### src/rtl/jtmitchell_busctl.sv
// jtmitchell_busctl: Z80 bus controller for the Mitchell-family main CPU.
// Decodes memory and I/O cycles, forms the banked ROM byte address, stalls
// the CPU through cpu_cen while SDRAM ROM data is fetched, generates the
// VBLANK interrupt and holds the video/sound/EEPROM control latches.
//
// Wait FSM:
//   state    | meaning
//   ---------+-----------------------------------------------------------
//   ST_IDLE  | CPU running; a ROM access to a new address starts a fetch
//   ST_STALE | one clk in which rom_ok may still refer to the old address
//   ST_WAIT  | waiting for rom_ok; on it, the address is recorded as served

module jtmitchell_busctl #(
    parameter int BANK_W    = 4,
    parameter int BANK_BASE = 2,
    parameter int ROM_AW    = 20,
    parameter int INT_CLR   = 1,
    parameter int INT_LEN   = 64
) (
    input  logic              clk,
    input  logic              rst,
    input  logic              cen,
    output logic              cpu_cen,
    input  logic [15:0]       A,
    input  logic              mreq_n,
    input  logic              iorq_n,
    input  logic              rd_n,
    input  logic              wr_n,
    input  logic              m1_n,
    input  logic              rfsh_n,
    input  logic [7:0]        cpu_dout,
    output logic [7:0]        cpu_din,
    input  logic              LVBL,
    output logic              int_n,
    output logic [ROM_AW-1:0] rom_addr,
    output logic              rom_cs,
    input  logic [7:0]        rom_data,
    input  logic              rom_ok,
    output logic              ram_cs,
    output logic              pal_cs,
    output logic              attr_cs,
    output logic              vram_cs,
    input  logic [7:0]        ram_dout,
    input  logic [7:0]        pal_dout,
    input  logic [7:0]        attr_dout,
    input  logic [7:0]        vram_dout,
    input  logic [7:0]        fm_dout,
    input  logic [7:0]        pcm_dout,
    input  logic [7:0]        cab_dout,
    input  logic [7:0]        sys_dout,
    output logic              fm_cs,
    output logic              pcm_cs,
    output logic              cab_cs,
    output logic              sys_cs,
    output logic [1:0]        cab_sel,
    output logic              dma_go,
    output logic              flip,
    output logic              video_enb,
    output logic              pcm_bank,
    output logic              pal_bank,
    output logic              char_en,
    output logic              obj_en,
    output logic              vram_msb,
    output logic [BANK_W-1:0] bank,
    output logic              scs,
    output logic              sclk,
    output logic              sdi
);

    localparam int CNT_W = $clog2(INT_LEN + 1);

    typedef enum logic [1:0] {
        ST_IDLE  = 2'd0,
        ST_STALE = 2'd1,
        ST_WAIT  = 2'd2
    } wait_state_t;

    wait_state_t        state_q;
    wait_state_t        state_d;

    logic               mem_act;
    logic               rom_lo;
    logic               rom_hi;
    logic [ROM_AW-1:0]  bank_page;
    logic [ROM_AW-1:0]  banked_addr;
    logic [ROM_AW-1:0]  direct_addr;

    logic               io_act;
    logic               io_wr;
    logic               io_rd;
    logic [4:0]         port;
    logic               dma_dec;
    logic               dma_done;

    logic [ROM_AW-1:0]  last_addr;
    logic               last_valid;
    logic               addr_changed;
    logic               need_wait;
    logic               serve_done;

    logic               lvbl_l;
    logic               lvbl_fall;
    logic [CNT_W-1:0]   int_cnt;

    // Memory decode: only real memory cycles count, refresh cycles are ignored
    always_comb begin
        mem_act = !mreq_n && rfsh_n;
        rom_lo  = mem_act && !A[15];
        rom_hi  = mem_act && (A[15:14] == 2'b10);
        rom_cs  = rom_lo || rom_hi;
        pal_cs  = mem_act && (A[15:11] == 5'b11000);
        attr_cs = mem_act && (A[15:11] == 5'b11001);
        vram_cs = mem_act && (A[15:12] == 4'hD);
        ram_cs  = mem_act && (A[15:13] == 3'b111);
    end

    // ROM address: fixed lower 32kB, banked 16kB window above; the banked
    // page is computed at ROM_AW bits so oversize banks simply wrap
    always_comb begin
        bank_page   = ROM_AW'(BANK_BASE) + ROM_AW'(bank);
        banked_addr = (bank_page << 14) | ROM_AW'(A[13:0]);
        direct_addr = ROM_AW'(A[14:0]);
        rom_addr    = rom_hi ? banked_addr : direct_addr;
    end

    // I/O decode on A[4:0]; interrupt-acknowledge cycles (m1_n low) excluded
    always_comb begin
        io_act  = !iorq_n && m1_n;
        io_wr   = io_act && !wr_n;
        io_rd   = io_act && !rd_n;
        port    = A[4:0];
        fm_cs   = (io_wr || io_rd) && ((port == 5'h03) || (port == 5'h04));
        pcm_cs  = io_wr && (port == 5'h05);
        cab_cs  = io_rd && (port <= 5'h02);
        sys_cs  = io_rd && (port == 5'h05);
        cab_sel = A[1:0];
        dma_dec = io_act && (port == 5'h06);
        dma_go  = !rst && dma_dec && !dma_done;
    end

    // DMA trigger is one-shot per I/O cycle; re-armed once iorq_n releases
    always_ff @(posedge clk or posedge rst) begin
        if (rst) begin
            dma_done <= 1'b0;
        end else if (iorq_n) begin
            dma_done <= 1'b0;
        end else if (dma_dec) begin
            dma_done <= 1'b1;
        end
    end

    // Control latches follow the write decode level on every clk
    always_ff @(posedge clk or posedge rst) begin
        if (rst) begin
            flip      <= 1'b0;
            video_enb <= 1'b0;
            pcm_bank  <= 1'b0;
            pal_bank  <= 1'b0;
            char_en   <= 1'b1;
            obj_en    <= 1'b1;
            vram_msb  <= 1'b0;
            bank      <= '0;
            scs       <= 1'b0;
            sclk      <= 1'b0;
            sdi       <= 1'b0;
        end else if (io_wr) begin
            case (port)
                5'h00: begin
                    flip      <= cpu_dout[2];
                    video_enb <= cpu_dout[3];
                    pcm_bank  <= cpu_dout[4];
                    pal_bank  <= cpu_dout[5];
                    char_en   <= cpu_dout[6];
                    obj_en    <= cpu_dout[7];
                end
                5'h02:   bank     <= cpu_dout[BANK_W-1:0];
                5'h07:   vram_msb <= cpu_dout[0];
                5'h08:   scs      <= cpu_dout[7];
                5'h10:   sclk     <= cpu_dout[7];
                5'h18:   sdi      <= cpu_dout[7];
                default: ;
            endcase
        end
    end

    // Read data mux, registered; ROM has top priority, open bus reads FF
    always_ff @(posedge clk or posedge rst) begin
        if (rst) begin
            cpu_din <= 8'hFF;
        end else if (rom_cs) begin
            cpu_din <= rom_data;
        end else if (ram_cs) begin
            cpu_din <= ram_dout;
        end else if (pal_cs) begin
            cpu_din <= pal_dout;
        end else if (attr_cs) begin
            cpu_din <= attr_dout;
        end else if (vram_cs) begin
            cpu_din <= vram_dout;
        end else if (fm_cs) begin
            cpu_din <= fm_dout;
        end else if (pcm_cs) begin
            cpu_din <= pcm_dout;
        end else if (sys_cs) begin
            cpu_din <= sys_dout;
        end else if (cab_cs) begin
            cpu_din <= cab_dout;
        end else begin
            cpu_din <= 8'hFF;
        end
    end

    // A fetch is needed whenever the ROM address differs from the last one
    // served; after reset nothing has been served, so the first fetch waits
    always_comb begin
        addr_changed = !last_valid || (rom_addr != last_addr);
        need_wait    = rom_cs && addr_changed;
    end

    // Wait FSM state register
    always_ff @(posedge clk or posedge rst) begin
        if (rst) begin
            state_q <= ST_IDLE;
        end else begin
            state_q <= state_d;
        end
    end

    // Wait FSM next state; STALE skips one clk so an old rom_ok is ignored
    always_comb begin
        state_d = state_q;
        case (state_q)
            ST_IDLE:  if (need_wait) state_d = ST_STALE;
            ST_STALE: state_d = ST_WAIT;
            ST_WAIT:  if (rom_ok) state_d = ST_IDLE;
            default:  state_d = ST_IDLE;
        endcase
    end

    // Wait FSM outputs: CPU advances only when idle and not starting a fetch
    always_comb begin
        cpu_cen    = !rst && cen && (state_q == ST_IDLE) && !need_wait;
        serve_done = (state_q == ST_WAIT) && rom_ok;
    end

    // Remember which ROM address the SDRAM data currently belongs to
    always_ff @(posedge clk or posedge rst) begin
        if (rst) begin
            last_addr  <= '0;
            last_valid <= 1'b0;
        end else if (serve_done) begin
            last_addr  <= rom_addr;
            last_valid <= 1'b1;
        end
    end

    // LVBL sampled for falling-edge detection; resets low to avoid a
    // spurious interrupt when reset is released during blanking
    always_ff @(posedge clk or posedge rst) begin
        if (rst) begin
            lvbl_l <= 1'b0;
        end else begin
            lvbl_l <= LVBL;
        end
    end

    assign lvbl_fall = lvbl_l && !LVBL;

    // Interrupt: a new VBLANK edge always wins over acknowledge/timeout and
    // restarts the pulse counter rather than queueing a second interrupt
    always_ff @(posedge clk or posedge rst) begin
        if (rst) begin
            int_n   <= 1'b1;
            int_cnt <= '0;
        end else if (lvbl_fall) begin
            int_n   <= 1'b0;
            int_cnt <= CNT_W'(INT_LEN);
        end else if (!int_n) begin
            if (INT_CLR != 0) begin
                if (!m1_n && !iorq_n) int_n <= 1'b1;
            end else if (cen) begin
                if (int_cnt <= CNT_W'(1)) int_n <= 1'b1;
                int_cnt <= int_cnt - CNT_W'(1);
            end
        end
    end

endmodule

### config.mk
export PLATFORM = sky130hd
export DESIGN_NAME = jtmitchell_busctl
export DESIGN_NICKNAME = d
export VERILOG_FILES = /design/src/rtl/jtmitchell_busctl.sv
export SDC_FILE = /design/constraint.sdc
export NUM_CORES = 1
export LEC_CHECK = 0
export ABC_CLOCK_PERIOD_IN_PS = 7400
export BUFFER_PORTS_ARGS = -buffer_cell sky130_fd_sc_hd__buf_2
export CORE_MARGIN = 2
export CORE_UTILIZATION = 42
export DETAILED_ROUTE_END_ITERATION = 8
export GPL_ROUTABILITY_DRIVEN = 0
export PLACE_DENSITY = 0.76
export SLEW_MARGIN = 20
export SYNTH_ARGS = -nofsm -noshare
export SYNTH_HDL_FRONTEND = slang
export SYNTH_SLANG_ARGS = --single-unit
### constraint.sdc
create_clock -name clk -period 7.4 [get_ports clk]
set_input_delay 1.48 -clock clk [delete_from_list [all_inputs] [get_ports clk]]
set_output_delay 1.48 -clock clk [all_outputs]
set_load 0.05 [all_outputs]
==> key figures, run 1 <==
Critical path
  • Worst path max stage delay: 550 ps
  • Cell mode on critical path: buf_2
  • Slowest-stage cell, CP: or4_1
  • Critical path's top delay family: simple AND/OR/NAND/NOR gates
  • Critical path class: primary input to primary output
  • CP Launch Type: primary input
  • R2R Setup Slk: 5580 ps
  • Crit path depth: 7
  • WP data required: 5920 ps
  • WP buf/inv: 2
  • CP arrival: 3210 ps
  • Worst r2r src: state_q[0]$_DFFE_PP0P_
  • Worst reg2reg endpoint: last_addr[1]$_DFFE_PP0P_
  • FF-to-FF path depth: 2
  • Critical path endpoint category: primary output
  • Worst Setup SP: A[1]
  • Crit path capture: cpu_cen
  • CP Cell Sequence: buf_2 -> xnor2_1 -> nand4_1 -> or4_1 -> nor3_1 -> o2bb2ai_1 -> buf_2
  • Crit path max fanout: 12

Finish
  • Commonest non-fill, non-tap cells in the layout: 161 x buf_2, 38 x mux2_2, 36 x dfrtp_1
  • Sequential cell area: 0.00119 mm2
  • Non-Filler Instances: 549
  • N_diodes: 0
  • Total Nets Final: 557
  • Multi-input logic area: 0.00161 mm2
  • Most common cell after layout, fill and taps aside: buf_2
  • Layout area overhead: 27.3%
  • Fillers: 710
  • Share of cells above drive strength 1: 50.7%

Die
  • Placeable Area: 0.00714 mm2
  • I/O pin total: 163
  • Die area: 0.00799 mm2
  • Die width: 89.4 um
  • Die Height: 89.4 um
  • Starting Density: 42.9%
  • Rows: 31

Clock tree
  • Worst-path clk slew: 80 ps
  • Skew-Pair Late Insertion Delay: 300 ps
  • TritonCTS clock tree: done
  • Root Buffer Master: clkbuf_8
  • Num CTS Buffers: 5
  • CTS Hold Bufs: 0
  • # Post-CTS Setup Buffers: 0
  • # resized after CTS: 0
  • H-tree Lvls: 2
  • CTS max path bufs: 2
  • Clock Sinks: 47

Timing
  • Slew margin rel.: 34.8%
  • Period Utilization, post-route: 63.4%
  • Worst slew pin tran: 976 ps
  • Fin Setup TNS: 0 ps
  • Pins over their slew limit: 0
  • Fmax: 213 MHz
  • Final number of hold-violating endpoints: 0
  • RSZ-0062 raised after global routing: false
  • Final min period: 4690 ps
  • Hold_ws: 384 ps
  • Clock Skews: 7.17 ps
  • Setup ws final: 2710 ps
  • # setup viols final: 0

Drt
  • WL met2: 4.02 mm
  • Antenna-violating nets left: 0
  • Met3 wire length: 594 um
  • Uppermost layer routed: met4
  • Met1 Routed Length: 3.36 mm
  • Via/cell ratio: 5.20
  • Iter 0 DRT Violations: 116
  • WL/cell: 14.9 um
  • Wirelength, routed: 8.16 mm
  • DRC: 0
  • Routed via count: 2,857
  • Drt pass-1 iters: 4

Global route
  • Total grt overflow: 0
  • Largest net degree at the start of global routing: 49
  • Total global-route track usage: 20.0%
  • First-pass GRT wire length: 12.4 mm
  • Initial antenna violation count: 0
  • Vias in the first global route: 2,679

Yosys
  • EDFF count, synth: 0
  • Predominant post-synthesis flop cell: dfrtp_1
  • Synth Cell Area: 0.00306 mm2
  • Seq cells post-synth: 47
  • Sequential-to-total area share from yosys stat: 38.9%
  • Post-synth top area share: 29.4%
  • Post-synth cell types: 53
  • Ys async rst share: 100%
  • Synth top area cells: dfrtp_1 29%, mux2_2 14%, dfstp_2 9.4%, xnor2_1 4.6%, buf_4 4.4%
  • Synth area leader: dfrtp_1
  • Synth warnings: 0
  • Synthesized net count: 421
  • Syn Area/Cell: 9.78 um2
  • Synth Instances: 313

Power
  • Internal: 0.519 mW
  • Sw frac: 33.6%
  • Flop pwr share: 43.3%
  • Leakage: 1.93 nW
  • PD cells: 201 mW/mm2
  • Overall Power: 0.781 mW
  • Peak VDD IR: 111 uV
  • Clk network pwr share: 24.9%
  • Net load switching power: 0.263 mW
  • Combinational power share: 31.9%

Placement
  • DP Worst Slack: 2710 ps
  • Port Buffers: 161
  • Post-DP HPWL: 6.40 mm
  • Placed insts: 541

Job
  • Max_cap viols: 0

Hold path
  • Min-delay worst type: flop to flop

Status
  • Status: finished clean
state kept, by name, indices dropped and copies added (netlist names), 2 cells and up:
name       flops
state_q        2
bank           4
last_addr     19
cpu_din        8
cell usage after synthesis (2+ instances only):
cell,instances
a21oi_1,4
buf_4,18
mux2i_1,10
dfstp_2,11
buf_2,5
clkbuf_1,5
nand3_1,8
dfrtp_1,36
a31oi_1,3
nand3b_1,3
nand4_1,5
o22ai_1,7
nand2b_1,2
and2_1,4
nand2_1,17
buf_1,3
mux2_2,38
o21ai_0,25
nor3_1,4
nand2_2,2
buf_6,3
o22a_1,5
nor2_1,27
xnor2_1,16
inv_1,10
nor3b_1,2
o2bb2ai_1,4
nor2b_1,3
a221o_1,2
o221ai_1,5
and3b_1,2
and3_1,3
kinds of logic (layout without fill, tap and decap cells):
logic type                 count (synthesis)  count (layout)  share of synthesized area [%]
AOI/OAI and AO/OA                         61              61                           13.2
xor gates and xnor gates                  17              17                           4.86
adders and majority gates                  1               1                          0.409
buffers and inverters                     44             181                           8.54
DFF                                       47              47                           38.9
muxes                                     48              48                           17.3
other                                      1               1                          0.123
and+or+nand+nor                           94              94                           16.7
stage by stage:
| stage | instance area [um2] | util, % |
|---|---|---|
| after floorplan | 3060 | - |
| after global placement | 3780 | 53.0 |
| after detailed placement | 3780 | 53.0 |
| after CTS | 3900 | 54.6 |
| after global routing | 3900 | 54.6 |
| final | 3900 | 54.6 |
power by group through the flow:
stage          Combinational (mW)  Sequential (mW)  Clock (mW)
6_report                    0.249            0.338       0.194
5_1_grt                     0.270            0.345       0.211
4_1_cts                     0.251            0.338       0.201
3_5_place_dp                0.250            0.343           0
3_3_place_gp                0.244            0.341           0
2_1_floorplan               0.154            0.373           0
layer usage:
layer / GRT usage (%) / vias up
met5: 0 / -
met2: 34.7 / 127
met3: 4.62 / 19
met1: 24.0 / 1341
li1: - / 1370
met4: 7.46 / 0
area by class of cell:
type,count,share of cell area [%]
clock buffers,5,1.77
multi-input cells,222,41.3
repair buffers,163,21.1
clock inverters,3,1.19
well taps,99,3.18
inverters,10,0.963
flip-flops and latches,47,30.5
worst min path at each step:
stage	slack [ps]	start	depth (start not counted)	endpoint
6_report	380	lvbl_l$_DFF_PP0_	1	int_n$_DFF_PP1_
5_1_grt	410	lvbl_l$_DFF_PP0_	1	int_n$_DFF_PP1_
4_1_cts	390	lvbl_l$_DFF_PP0_	1	int_n$_DFF_PP1_
3_5_place_dp	380	lvbl_l$_DFF_PP0_	1	int_n$_DFF_PP1_
3_3_place_gp	370	lvbl_l$_DFF_PP0_	1	int_n$_DFF_PP1_
2_1_floorplan	360	lvbl_l$_DFF_PP0_	1	int_n$_DFF_PP1_
Power figures use the tool's default switching activity.
==> run 2, diff against run 1 <==
--- a/config.mk
+++ b/config.mk
@@ -5,13 +5,13 @@
 export SDC_FILE = /design/constraint.sdc
 export NUM_CORES = 1
 export LEC_CHECK = 0
-export ABC_CLOCK_PERIOD_IN_PS = 7400
+export ABC_CLOCK_PERIOD_IN_PS = 4300
 export BUFFER_PORTS_ARGS = -buffer_cell sky130_fd_sc_hd__buf_2
 export CORE_MARGIN = 2
-export CORE_UTILIZATION = 42
+export CORE_UTILIZATION = 41
 export DETAILED_ROUTE_END_ITERATION = 8
 export GPL_ROUTABILITY_DRIVEN = 0
-export PLACE_DENSITY = 0.76
+export PLACE_DENSITY = 0.77
 export SLEW_MARGIN = 20
 export SYNTH_ARGS = -nofsm -noshare
 export SYNTH_HDL_FRONTEND = slang
==> constraint.sdc (replaced) <==
create_clock -name clk -period 4.3 [get_ports clk]
set_input_delay 0.86 -clock clk [delete_from_list [all_inputs] [get_ports clk]]
set_output_delay 0.86 -clock clk [all_outputs]
set_load 0.05 [all_outputs]
==> run 2 against run 1 <==
Effect of this change:
- clock power rose by 72%
- hold slack improved by 28 ps
- critical path depth did not move
- via count fell by 0.60%
- power rose by 72%
- die area rose by 2.3%
- worst setup slack got worse by 1800 ps
- combinational power rose by 73%
- register-to-register slack got worse by 3100 ps
==> key figures, run 2 (same netlist as run 1, synthesis figures left out) <==
Global route
  • Total grt overflow: 0
  • Total global-route track usage: 19.7%
  • Initial antenna violation count: 0
  • Vias in the first global route: 2,804
  • Largest net degree at the start of global routing: 48
  • First-pass GRT wire length: 13.1 mm

Timing
  • Slew margin rel.: 32.4%
  • Worst slew pin tran: 1010 ps
  • Period Utilization, post-route: 79.6%
  • Clock Skews: 3.35 ps
  • Pins over their slew limit: 0
  • Setup ws final: 877 ps
  • # setup viols final: 0
  • RSZ-0062 raised after global routing: false
  • Fmax: 292 MHz
  • Final number of hold-violating endpoints: 0
  • Final min period: 3420 ps
  • Fin Setup TNS: 0 ps
  • Hold_ws: 411 ps

Critical path
  • FF-to-FF path depth: 2
  • Worst r2r src: state_q[0]$_DFFE_PP0P_
  • Cell mode on critical path: buf_2
  • Critical path endpoint category: primary output
  • Slowest-stage cell, CP: or4_1
  • CP Launch Type: primary input
  • Worst path max stage delay: 540 ps
  • CP arrival: 2560 ps
  • CP Cell Sequence: buf_2 -> xnor2_1 -> nand4_1 -> or4_1 -> nor3_1 -> o2bb2ai_1 -> buf_2
  • Worst Setup SP: A[1]
  • Worst reg2reg endpoint: last_addr[9]$_DFFE_PP0P_
  • Critical path class: primary input to primary output
  • Crit path max fanout: 12
  • R2R Setup Slk: 2440 ps
  • Crit path capture: cpu_cen
  • WP data required: 3440 ps

Finish
  • Largest register FFs: 19
  • Layout area overhead: 27.3%
  • Largest regs: last_addr (19), cpu_din (8), bank (4)
  • Fillers: 695
  • Non-Filler Instances: 549
  • N_diodes: 0
  • Reg with most FFs: last_addr
  • Commonest non-fill, non-tap cells in the layout: 161 x buf_2, 38 x mux2_2, 36 x dfrtp_1
  • Share of cells above drive strength 1: 50.7%
  • Most common cell after layout, fill and taps aside: buf_2
  • Total Nets Final: 557

Clock tree
  • TritonCTS clock tree: done
  • Clock Sinks: 47
  • Root Buffer Master: clkbuf_8
  • Num CTS Buffers: 5
  • H-tree Lvls: 2
  • CTS max path bufs: 2
  • Worst-path clk slew: 90 ps
  • CTS Hold Bufs: 0
  • Skew-Pair Late Insertion Delay: 300 ps
  • # resized after CTS: 0
  • # Post-CTS Setup Buffers: 0

Drt
  • Iter 0 DRT Violations: 177
  • WL/cell: 14.9 um
  • Via/cell ratio: 5.17
  • Drt pass-1 iters: 5
  • DRC: 0
  • Routed via count: 2,840
  • Wirelength, routed: 8.20 mm
  • Antenna-violating nets left: 0

Die
  • I/O pin total: 163
  • Starting Density: 42.2%
  • Die area: 0.00817 mm2
  • Die Height: 90.4 um
  • Rows: 31
  • Die width: 90.4 um
  • Placeable Area: 0.00725 mm2

Hold path
  • Min-delay worst type: flop to flop

Placement
  • Placed insts: 541
  • DP Worst Slack: 866 ps
  • Port Buffers: 161
  • Post-DP HPWL: 6.34 mm

Job
  • Max_cap viols: 0

Status
  • Status: finished clean

Power
  • Peak VDD IR: 164 uV
  • PD cells: 346 mW/mm2
  • Overall Power: 1.35 mW
  • Leakage: 1.93 nW
run 2: cell counts in the layout (fill, tap and decap cells not counted):
No cell type changed its count.
run 2: final cells by class:
class	instances	area (um2)	area share, %
inverter	10	37.5	0.963
tap	99	124	3.18
clock inverter	3	46.3	1.19
multi-input combinational	222	1610	41.3
timing repair buffer	163	821	21.1
clock buffer	5	68.8	1.77
sequential	47	1190	30.5
run 2: critical path: cells and delay by family:
| kind | cells | cell delay [ps] |
|---|---|---|
| simple gates | 3 | 850 |
| compound gates | 1 | 150 |
| xor+xnor | 1 | 240 |
| buf+inv | 2 | 470 |
run 2: stage by stage:
step	util [%]	instance area, um2
after detailed placement	52.1	3780
after CTS	53.7	3900
after global routing	53.7	3900
final	53.7	3900
after floorplan	-	3060
after global placement	52.1	3780
run 2: power by group:
part | total, mW | internal [mW] | switching (mW)
clock network | 0.333 | 0.175 | 0.158
logic | 0.432 | 0.188 | 0.244
registers | 0.582 | 0.530 | 0.0527
run 2: per-layer routing:
| metal | wire (um) | vias to the layer above | global-route usage, % |
|---|---|---|---|
| li1 | - | 1382 | - |
| met1 | 3710 | 1340 | 25.4 |
| met2 | 3910 | 109 | 34.0 |
| met3 | 479 | 9 | 3.92 |
| met4 | 98 | 0 | 4.87 |
| met5 | 0 | - | 0 |
run 2: worst min-delay path by stage:
stage                     start              end  slack, ps  cells after the start
6_report       lvbl_l$_DFF_PP0_  int_n$_DFF_PP1_        410                      1
5_1_grt        lvbl_l$_DFF_PP0_  int_n$_DFF_PP1_        430                      1
4_1_cts        lvbl_l$_DFF_PP0_  int_n$_DFF_PP1_        410                      1
3_5_place_dp   lvbl_l$_DFF_PP0_  int_n$_DFF_PP1_        400                      1
3_3_place_gp   lvbl_l$_DFF_PP0_  int_n$_DFF_PP1_        370                      1
2_1_floorplan  lvbl_l$_DFF_PP0_  int_n$_DFF_PP1_        360                      1
